`config.mk`:
```
export PLATFORM = sky130hd
export DESIGN_NAME = ycc_sample_sender
export DESIGN_NICKNAME = d
export VERILOG_FILES = /design/src/rtl/ycc_pkg.sv /design/src/rtl/ycc_pixel_convert.sv /design/src/rtl/ycc_sample_sender.sv
export SDC_FILE = /design/constraint.sdc
export NUM_CORES = 1
export LEC_CHECK = 0
export ABC_AREA = 1
export CAP_MARGIN = 25
export CORE_MARGIN = 2
export CORE_UTILIZATION = 55
export DETAILED_ROUTE_END_ITERATION = 6
export MAX_ROUTING_LAYER = met4
export PLACE_DENSITY = 0.73
export REMOVE_ABC_BUFFERS = 1
export SYNTH_ARGS = -nofsm -noshare
export SYNTH_HDL_FRONTEND = slang
export SYNTH_SLANG_ARGS = --single-unit
```
`constraint.sdc`:
```
create_clock -name sys_clk -period 6.8 [get_ports sys_clk]
set_clock_uncertainty 0.05 [all_clocks]
set_input_delay 1.36 -clock sys_clk [delete_from_list [all_inputs] [get_ports sys_clk]]
set_output_delay 1.36 -clock sys_clk [all_outputs]
set_load 0.02 [all_outputs]
```
`src/rtl/ycc_pkg.sv`:
```
// Shared types and constants for the RGB -> level-shifted 4:2:2 YCbCr sample path.
package ycc_pkg;

    localparam int SUM_W  = 19;
    localparam int WIDE_W = 10;
    localparam int SMP_W  = 8;

    // Coefficient sums, post-rounding intermediates, and final samples
    typedef logic signed [SUM_W-1:0]  ycc_sum_t;
    typedef logic signed [WIDE_W-1:0] ycc_wide_t;
    typedef logic signed [SMP_W-1:0]  ycc_sample_t;

    // Colour coefficients, scaled by 256
    localparam ycc_sum_t C_Y_R  =  19'sd77;
    localparam ycc_sum_t C_Y_G  =  19'sd150;
    localparam ycc_sum_t C_Y_B  =  19'sd29;
    localparam ycc_sum_t C_CB_R = -19'sd43;
    localparam ycc_sum_t C_CB_G = -19'sd85;
    localparam ycc_sum_t C_CB_B =  19'sd128;
    localparam ycc_sum_t C_CR_R =  19'sd128;
    localparam ycc_sum_t C_CR_G = -19'sd107;
    localparam ycc_sum_t C_CR_B = -19'sd21;

    // Half an LSB of the >>>8 result, and the luma level shift
    localparam ycc_sum_t  ROUND_C = 19'sd128;
    localparam ycc_wide_t Y_SHIFT = 10'sd128;

    // Sample saturation bounds, at intermediate width
    localparam ycc_wide_t WIDE_MAX = 10'sd127;
    localparam ycc_wide_t WIDE_MIN = -10'sd128;

    typedef enum logic [1:0] {
        SLOT_Y0 = 2'd0,
        SLOT_Y1 = 2'd1,
        SLOT_CB = 2'd2,
        SLOT_CR = 2'd3
    } ycc_slot_e;

    typedef struct packed {
        logic [7:0] r;
        logic [7:0] g;
        logic [7:0] b;
    } ycc_rgb_t;

    typedef struct packed {
        ycc_sample_t y0;
        ycc_sample_t y1;
        ycc_sample_t cb;
        ycc_sample_t cr;
    } ycc_result_t;

endpackage

```
`src/rtl/ycc_pixel_convert.sv`:
```
// One pixel's RGB -> unclamped {Y', Cb', Cr'}: registered coefficient sums,
// then combinational rounding and level shift. Sums hold while ld is low.
module ycc_pixel_convert
    import ycc_pkg::*;
(
    input  logic       clk,
    input  logic       ld,
    input  ycc_rgb_t   pix,
    output ycc_wide_t  y,
    output ycc_wide_t  cb,
    output ycc_wide_t  cr
);

    // Add half an LSB then floor-shift; the sum range keeps the result in 10 bits
    function automatic ycc_wide_t round_shift(input ycc_sum_t s);
        ycc_sum_t t;
        t = s + ROUND_C;
        return ycc_wide_t'(t >>> 8);
    endfunction

    ycc_sum_t r_s, g_s, b_s;
    ycc_sum_t ys_p1_d, cbs_p1_d, crs_p1_d;
    ycc_sum_t ys_p1_q, cbs_p1_q, crs_p1_q;

    assign r_s = ycc_sum_t'({11'd0, pix.r});
    assign g_s = ycc_sum_t'({11'd0, pix.g});
    assign b_s = ycc_sum_t'({11'd0, pix.b});

    // Stage 1: coefficient sums, loaded on launch and held otherwise
    always_comb begin
        ys_p1_d  = ys_p1_q;
        cbs_p1_d = cbs_p1_q;
        crs_p1_d = crs_p1_q;
        if (ld) begin
            ys_p1_d  = C_Y_R  * r_s + C_Y_G  * g_s + C_Y_B  * b_s;
            cbs_p1_d = C_CB_R * r_s + C_CB_G * g_s + C_CB_B * b_s;
            crs_p1_d = C_CR_R * r_s + C_CR_G * g_s + C_CR_B * b_s;
        end
    end

    // Stage 1 data registers (validity is tracked by the parent)
    always_ff @(posedge clk) begin
        ys_p1_q  <= ys_p1_d;
        cbs_p1_q <= cbs_p1_d;
        crs_p1_q <= crs_p1_d;
    end

    // Stage 2 arithmetic: chroma +128 offset and -128 level shift cancel
    assign y  = round_shift(ys_p1_q) - Y_SHIFT;
    assign cb = round_shift(cbs_p1_q);
    assign cr = round_shift(crs_p1_q);

endmodule

```
`src/rtl/ycc_sample_sender.sv`:
```
// Pairs RGB pixels, converts them, averages and clamps chroma, and emits the
// four tagged samples Y0, Y1, Cb, Cr of each pair on consecutive cycles.
module ycc_sample_sender
    import ycc_pkg::*;
(
    input  logic              sys_clk,
    input  logic              sys_rst_n,
    input  logic              pix_valid,
    output logic              pix_ready,
    input  logic [7:0]        pix_r,
    input  logic [7:0]        pix_g,
    input  logic [7:0]        pix_b,
    output logic signed [7:0] img_out,
    output logic [1:0]        state_Ycc,
    output logic              data_en
);

    function automatic ycc_sample_t sat_sample(input ycc_wide_t v);
        if (v > WIDE_MAX) return ycc_sample_t'(WIDE_MAX);
        if (v < WIDE_MIN) return ycc_sample_t'(WIDE_MIN);
        return ycc_sample_t'(v);
    endfunction

    // Floor average; the sum of two in-range chroma values fits 10 bits
    function automatic ycc_wide_t avg2(input ycc_wide_t a, input ycc_wide_t b);
        ycc_wide_t s;
        s = a + b;
        return s >>> 1;
    endfunction

    function automatic ycc_sample_t pick(input ycc_result_t r, input ycc_slot_e s);
        ycc_sample_t v;
        v = r.y0;
        case (s)
            SLOT_Y1: v = r.y1;
            SLOT_CB: v = r.cb;
            SLOT_CR: v = r.cr;
            default: v = r.y0;
        endcase
        return v;
    endfunction

    // Control state
    logic        in_cnt_q, in_cnt_d;
    logic        pair_full_q, pair_full_d;
    logic        vld_p1_q, vld_p1_d;
    logic        vld_p2_q, vld_p2_d;
    logic        vld_p3_q, vld_p3_d;
    ycc_slot_e   slot_p3_q, slot_p3_d;
    ycc_sample_t img_p3_q, img_p3_d;

    // Data state
    ycc_rgb_t    pix0_q, pix0_d;
    ycc_rgb_t    pix1_q, pix1_d;
    ycc_result_t res_p2_q, res_p2_d;
    ycc_result_t buf_p3_q, buf_p3_d;

    logic        accept, launch, adv_p1, emit_load;
    ycc_rgb_t    pix_in;
    ycc_wide_t   y0_w, cb0_w, cr0_w, y1_w, cb1_w, cr1_w;

    assign pix_in    = '{r: pix_r, g: pix_g, b: pix_b};
    assign pix_ready = !pair_full_q;
    assign accept    = pix_valid && pix_ready;
    // Emitter takes a result when idle or on its last slot, so pairs run back to back
    assign emit_load = vld_p2_q && (!vld_p3_q || slot_p3_q == SLOT_CR);
    assign adv_p1    = vld_p1_q && (!vld_p2_q || emit_load);
    assign launch    = pair_full_q && (!vld_p1_q || adv_p1);

    ycc_pixel_convert u_conv0 (
        .clk (sys_clk),
        .ld  (launch),
        .pix (pix0_q),
        .y   (y0_w),
        .cb  (cb0_w),
        .cr  (cr0_w)
    );

    ycc_pixel_convert u_conv1 (
        .clk (sys_clk),
        .ld  (launch),
        .pix (pix1_q),
        .y   (y1_w),
        .cb  (cb1_w),
        .cr  (cr1_w)
    );

    // Stage 0: input handshake and pair assembly; pix0 may be reloaded once the pair has launched
    always_comb begin
        in_cnt_d    = in_cnt_q;
        pair_full_d = pair_full_q;
        pix0_d      = pix0_q;
        pix1_d      = pix1_q;
        if (accept) begin
            in_cnt_d = !in_cnt_q;
            if (in_cnt_q) begin
                pix1_d      = pix_in;
                pair_full_d = 1'b1;
            end else begin
                pix0_d = pix_in;
            end
        end else if (launch) begin
            pair_full_d = 1'b0;
        end
    end

    // Stage 1/2 occupancy and the averaged, clamped result register
    always_comb begin
        vld_p1_d = vld_p1_q;
        vld_p2_d = vld_p2_q;
        res_p2_d = res_p2_q;
        if (launch)
            vld_p1_d = 1'b1;
        else if (adv_p1)
            vld_p1_d = 1'b0;
        if (adv_p1) begin
            vld_p2_d    = 1'b1;
            res_p2_d.y0 = sat_sample(y0_w);
            res_p2_d.y1 = sat_sample(y1_w);
            res_p2_d.cb = sat_sample(avg2(cb0_w, cb1_w));
            res_p2_d.cr = sat_sample(avg2(cr0_w, cr1_w));
        end else if (emit_load) begin
            vld_p2_d = 1'b0;
        end
    end

    // Stage 3: emitter walking slots Y0, Y1, Cb, Cr; outputs zero when idle
    always_comb begin
        vld_p3_d  = 1'b0;
        slot_p3_d = SLOT_Y0;
        img_p3_d  = '0;
        buf_p3_d  = buf_p3_q;
        if (emit_load) begin
            vld_p3_d  = 1'b1;
            slot_p3_d = SLOT_Y0;
            img_p3_d  = res_p2_q.y0;
            buf_p3_d  = res_p2_q;
        end else if (vld_p3_q && slot_p3_q != SLOT_CR) begin
            vld_p3_d  = 1'b1;
            slot_p3_d = ycc_slot_e'(slot_p3_q + 2'd1);
            img_p3_d  = pick(buf_p3_q, ycc_slot_e'(slot_p3_q + 2'd1));
        end
    end

    // Control registers, including the registered outputs, cleared by reset
    always_ff @(posedge sys_clk or negedge sys_rst_n) begin
        if (!sys_rst_n) begin
            in_cnt_q    <= 1'b0;
            pair_full_q <= 1'b0;
            vld_p1_q    <= 1'b0;
            vld_p2_q    <= 1'b0;
            vld_p3_q    <= 1'b0;
            slot_p3_q   <= SLOT_Y0;
            img_p3_q    <= '0;
        end else begin
            in_cnt_q    <= in_cnt_d;
            pair_full_q <= pair_full_d;
            vld_p1_q    <= vld_p1_d;
            vld_p2_q    <= vld_p2_d;
            vld_p3_q    <= vld_p3_d;
            slot_p3_q   <= slot_p3_d;
            img_p3_q    <= img_p3_d;
        end
    end

    // Data registers, qualified by the valid flags above
    always_ff @(posedge sys_clk) begin
        pix0_q   <= pix0_d;
        pix1_q   <= pix1_d;
        res_p2_q <= res_p2_d;
        buf_p3_q <= buf_p3_d;
    end

    assign img_out   = img_p3_q;
    assign state_Ycc = slot_p3_q;
    assign data_en   = vld_p3_q;

endmodule
```
---- After elaboration in Yosys (flattened, before gate mapping) ----
Cells that the tools add are included.
word-level totals
  input bits .............................. 27
  register bits after elaboration ......... 235
  output and inout bits ................... 12
  logic and storage cells ................. 148
operators by class
  add/subtract/negate cells ............... 23
  multipliers ............................. 14
  multiplexer cells ....................... 50
  eq/ne operators ......................... 6
  bitwise gates (word level) .............. 1
  reductions and logical operators ........ 19
  order comparisons ....................... 8
operators with widths
  cell                                                            count
  two-way mux 8 bit                                               18
  adder 18 x 9 -> 18 bit, second input constant                   6
  adder 16 x 17 -> 18 bit                                         4
  multiplier 8 x 9 -> 17 bit, first input constant                4
  multiplier 7 x 8 -> 15 bit, first input constant                4
  adder 18 x 14 -> 18 bit                                         2
  adder 18 x 15 -> 18 bit                                         2
  adder 18 x 16 -> 18 bit                                         2
  adder 15 x 16 -> 17 bit                                         2
  multiplier 7 x 9 -> 16 bit, first input constant                2
  multiplier 6 x 9 -> 15 bit, first input constant                2
  two-way mux 1 bit                                               29
  multiplier 5 x 8 -> 13 bit, first input constant                2
  case mux 8 bit (3 select lines)                                 1
  adder 10 bit                                                    2
  greater-than comparator 10 x 8 -> 1 bit, second input constant  2
  < comparator 10 x 8 -> 1 bit, second input constant             2
  subtractor 10 x 9 -> 10 bit, second input constant              2
  greater-than comparator 9 x 8 -> 1 bit, second input constant   2
  < comparator 9 x 8 -> 1 bit, second input constant              2
  equality test 2 bit, second input constant                      3
  AND reduction 2 bit                                             3
  nonzero test 2 bit                                              3
  logical AND 1 bit                                               5
  other kinds (7)                                                 15

---- Depth between registers and ports, before layout ----
  depth after elaboration ................. 10
  depth in mapped cells ................... 37
  depth with buffers taken out ............ 37

---- Modules after synthesis ----
From an unflattened synthesis, not the netlist that was laid out.
second synthesis, totals
  cell total of the unflattened synthesis .. 2,813
  area total of the unflattened synthesis .. 25,762.2 µm²
by module, submodules not included
  module                        instances  sequential area each (µm²)  cells each  area an instance (µm²)
  ycc_pixel_convert at u_conv1  1          960.9                       1,217       10,349.9
  ycc_pixel_convert at u_conv0  1          960.9                       1,184       10,222.3
  ycc_sample_sender             1          3,498.4                     412         5,190.0

---- Worst setup path after synthesis ----
OpenSTA, ideal clock, no wires.
  path kind ............................... register -> register
  start point ............................. register pix0_q[14] (netlist name)
  end point ............................... register u_conv0.ys_p1_q[16], data pin
  data arrival time ....................... 6.469 ns
  period minus slack after synthesis ...... 6.772 ns
  cell stages (with the launch flop) ...... 32
  buffers on the path ..................... 0
  setup slack ............................. 0.028 ns
  path through ............................ edfxtp_1 -> ha_1 -> inv_1 -> ha_1 -> inv_1 -> fa_1 -> fa_1 -> inv_1 -> ha_1 -> a21oi_1 -> o21a_1 -> o31ai_1 -> xnor2_1 -> inv_1 -> ha_1 -> fa_1 -> inv_1 -> fa_1 -> inv_1 -> ha_1 -> a21oi_1 -> nand3_1 -> a21oi_1 -> xnor2_1 -> ha_1 -> a21o_1 -> nor2_1 -> nand2_1 -> nor2_1 -> nor2_4 -> nand3_1 -> nand2_1
on the way
  cells in the longest elaborated chain, start to end .. 3
ends and longest elaborated chain
  element                     RTL line                  text
  start: declaration          ycc_sample_sender.sv:53   ycc_rgb_t pix0_q, pix0_d;
  start signal: assignment    ycc_sample_sender.sv:168  pix0_q <= pix0_d;
  multiplier 7 x 8 -> 15 bit  ycc_pixel_convert.sv:35   ys_p1_d = C_Y_R * r_s + C_Y_G * g_s + C_Y_B * b_s;
  adder 15 x 16 -> 17 bit     ycc_pixel_convert.sv:35
  adder 18 x 14 -> 18 bit     ycc_pixel_convert.sv:35
  end signal: assignment      ycc_pixel_convert.sv:43   ys_p1_q <= ys_p1_d;
  end: declaration            ycc_pixel_convert.sv:23   ycc_sum_t ys_p1_q, cbs_p1_q, crs_p1_q;
No other way between the ends.
A chain may end at the register's enable or synchronous reset.

---- Worst setup path after layout ----
Ends and elaborated chain as after synthesis.

==> impl_results.md <==
- Delay-heaviest family, CP: adder cells
- Number of global-route vias before repair: 20540
- Die W: 226.4 µm
- Core Region: 48850 µm²
- Die height: 226.4 µm
- Antenna viol nets, final: 0
- Crit path launch type: flop
- Die ar.: 51260 µm²
- Drt pass-1 iters: 7
- Skew-Pair Late Insertion Delay: 0.49 ns
- Reg clk slew, reported paths: 0.08 ns
- R2R setup slack: 0.13 ns
- Critical Path Max Stage Delay: 0.54 ns
- IO Pins: 39
- RSZ-0062 raised after global routing: yes
- WL per Instance: 16.86 µm
- Final hold violations: 0
- Arrival time at the worst endpoint: 6.87 ns
- CP endpoint kind: flop
- # fillers: 4165
- # DRC: 0
- Most common cell after layout, fill and taps aside: inv_1
- Vias after detailed routing: 19980
- Buffers added on ports: 38
- WL final: 65310 µm
- Routability congestion estimate: 0.9644
- Cell count after placement: 3816
- Outcome: complete, no violations
- Ratio of cells with drive above 1 in the final layout: 10.84%
- Core Rows: 81
- Top cell by count, worst path: inv_2
- Final setup fails: 0
- CTS buffer count: 17
- Initial antenna violation count: 0
- Crit Path Class: reg -> reg
- Slowest CP cell: fa_1
- Total GRT Usage: 27.64%
- MaxCap Viol Count: 0
- Number of synthesized flops with an enable pin: 170
- Fmax: 150.0 MHz
- Grt ovf: 0
- DR iter-0 viols: 1257
- Final Critical Period: 6.665 ns
- CP Buf/Inv Count: 6
- Largest net degree at the start of global routing: 67
- Slew @ Worst Pin: 0.8249 ns
- Worst hold path type: reg -> reg
- Synth warn: 0
- Via/cell ratio: 5.158
- Hold-fix buffers, CTS: 0
- #FFs+latches synth: 185
- Post-synth top flop: edfxtp_1
- CTS H-Tree Depth: 4
- Async SR Flop Fraction: 8.108%
- Netlist cell types: 48
- Synthesized cell area: 27210 µm²
- Area grow syn2layout: 12.55%
- Ant diodes: 0
- CTS tree: done
- Cells after synthesis: 3019
- Max-slew headroom: 45.00%
- Clk root buf: clkbuf_16
- Finished Layout Cells: 3873
- Slew Viols, Final: 0
- Initial Util: 55.70%
- CP required: 7.00 ns
- First-pass GRT wire length: 105300 µm
- Nets: 4023
- Crit-path max FO: 5
- Most frequent cells in the layout: inv_1 (750), ha_1 (499), nand2_1 (454)
- Clk buf depth: 2
- CTS Sinks: 185
- Fin crit share: 98.02%
- Post-DP HPWL: 56290 µm
- Mean Syn Cell Area: 9.012 µm²
- Sequential area share after synthesis: 20.14%
[through the flow]
stage | setup WS [ns] | utilization (%) | hold WS, ns | area [µm²] | TNS, ns
6_report | 0.1347 | 62.68 | 0.3653 | 30620 | 0
5_1_grt | -0.1360 | 62.68 | 0.3737 | 30620 | -0.4372
4_1_cts | -0.003789 | 61.33 | 0.3695 | 29960 | -0.003789
3_5_place_dp | -0.3338 | 59.72 | 0.3552 | 29170 | -1.799
3_3_place_gp | -0.1942 | 59.66 | 0.3533 | 29150 | -0.6176
2_1_floorplan | 0.02833 | - | 0.3503 | 27190 | 0
[worst paths after layout]
path / startpoint / to / cells past startpoint
min in group asynchronous: sys_rst_n / vld_p1_q$_DFFE_PN0P_ / 1
hold / removal: res_p2_q[5]$_SDFFCE_PN1P_ / buf_p3_q[5]$_DFFE_PP_ / 0
max in group asynchronous: sys_rst_n / in_cnt_q$_DFFE_PN0P_ / 1
setup reg to reg: pix0_q[14]$_DFFE_PP_ / u_conv0.ys_p1_q[16]$_DFFE_PP_ / 35
hold reg to reg: res_p2_q[5]$_SDFFCE_PN1P_ / buf_p3_q[5]$_DFFE_PP_ / 0
setup / recovery: pix0_q[14]$_DFFE_PP_ / u_conv0.ys_p1_q[16]$_DFFE_PP_ / 35
[metal layers]
metal | share of wire [%] | global-route usage [%]
met3 | 4.6 | 3.162
met2 | 46 | 43.48
met4 | 2.1 | 7.110
met1 | 48 | 38.25
met5 | 0 | -
[repair_timing]
action,in CTS,in global routing
endpoints found under the setup margin,10,17
setup buffers,9,17
pin swaps,11,63
gates resized for setup,22,111
[Yosys cell counts, types with 10 or more instances]
master / n / area (µm²)
a21o_1: 15 / 112.6
a21oi_1: 146 / 730.7
dfrtp_1: 15 / 375.4
edfxtp_1: 170 / 5105
fa_1: 274 / 5485
ha_1: 526 / 6581
inv_1: 764 / 2868
nand2_1: 474 / 1779
nand2_2: 14 / 87.58
nand3_1: 95 / 475.5
nand3_2: 15 / 150.1
nand4_1: 25 / 156.4
nor2_1: 115 / 431.7
nor2_4: 13 / 146.4
nor3_1: 22 / 110.1
o21ai_0: 54 / 270.3
o21ai_1: 10 / 50.05
o21bai_1: 18 / 135.1
xnor2_1: 51 / 446.7
xor2_1: 113 / 989.7
[layout make-up]
cell class                      instances  area [µm²]  share of cell area [%]
Multi-Input combinational cell       2056       19460                   63.56
Clock inverter                         15       172.7                  0.5639
Inverter                              774        2905                   9.488
Clock buffer                           17       425.4                   1.389
Sequential cell                       185        5480                   17.90
Tap cell                              664       830.8                   2.713
Timing Repair Buffer                  162        1343                   4.384
[cells by family (layout without fill, tap and decap cells)]
| logic type | Yosys count | after routing | synth area share [%] |
|---|---|---|---|
| and+or+nand+nor | 809 | 809 | 13.59 |
| DFF | 185 | 185 | 20.14 |
| xor gates and xnor gates | 164 | 164 | 5.279 |
| adders and majority gates | 800 | 800 | 44.35 |
| AOI/OAI and AO/OA | 283 | 283 | 5.896 |
| buffers and inverters | 778 | 968 | 10.74 |
[registers in the layout, indices dropped and copies added (netlist names)]
name              count
in_cnt_q              1
pix1_q               24
buf_p3_q             24
img_out               8
pair_full_q           1
u_conv0.crs_p1_q     11
res_p2_q             32
u_conv1.ys_p1_q      11
u_conv1.crs_p1_q     11
vld_p1_q              1
pix0_q               24
vld_p2_q              1
data_en               1
u_conv0.ys_p1_q      11
u_conv1.cbs_p1_q     11
u_conv0.cbs_p1_q     11
state_Ycc             2
Power is not shown: default switching activity piles up to over one toggle a cycle in this logic, so the estimate is an artifact.
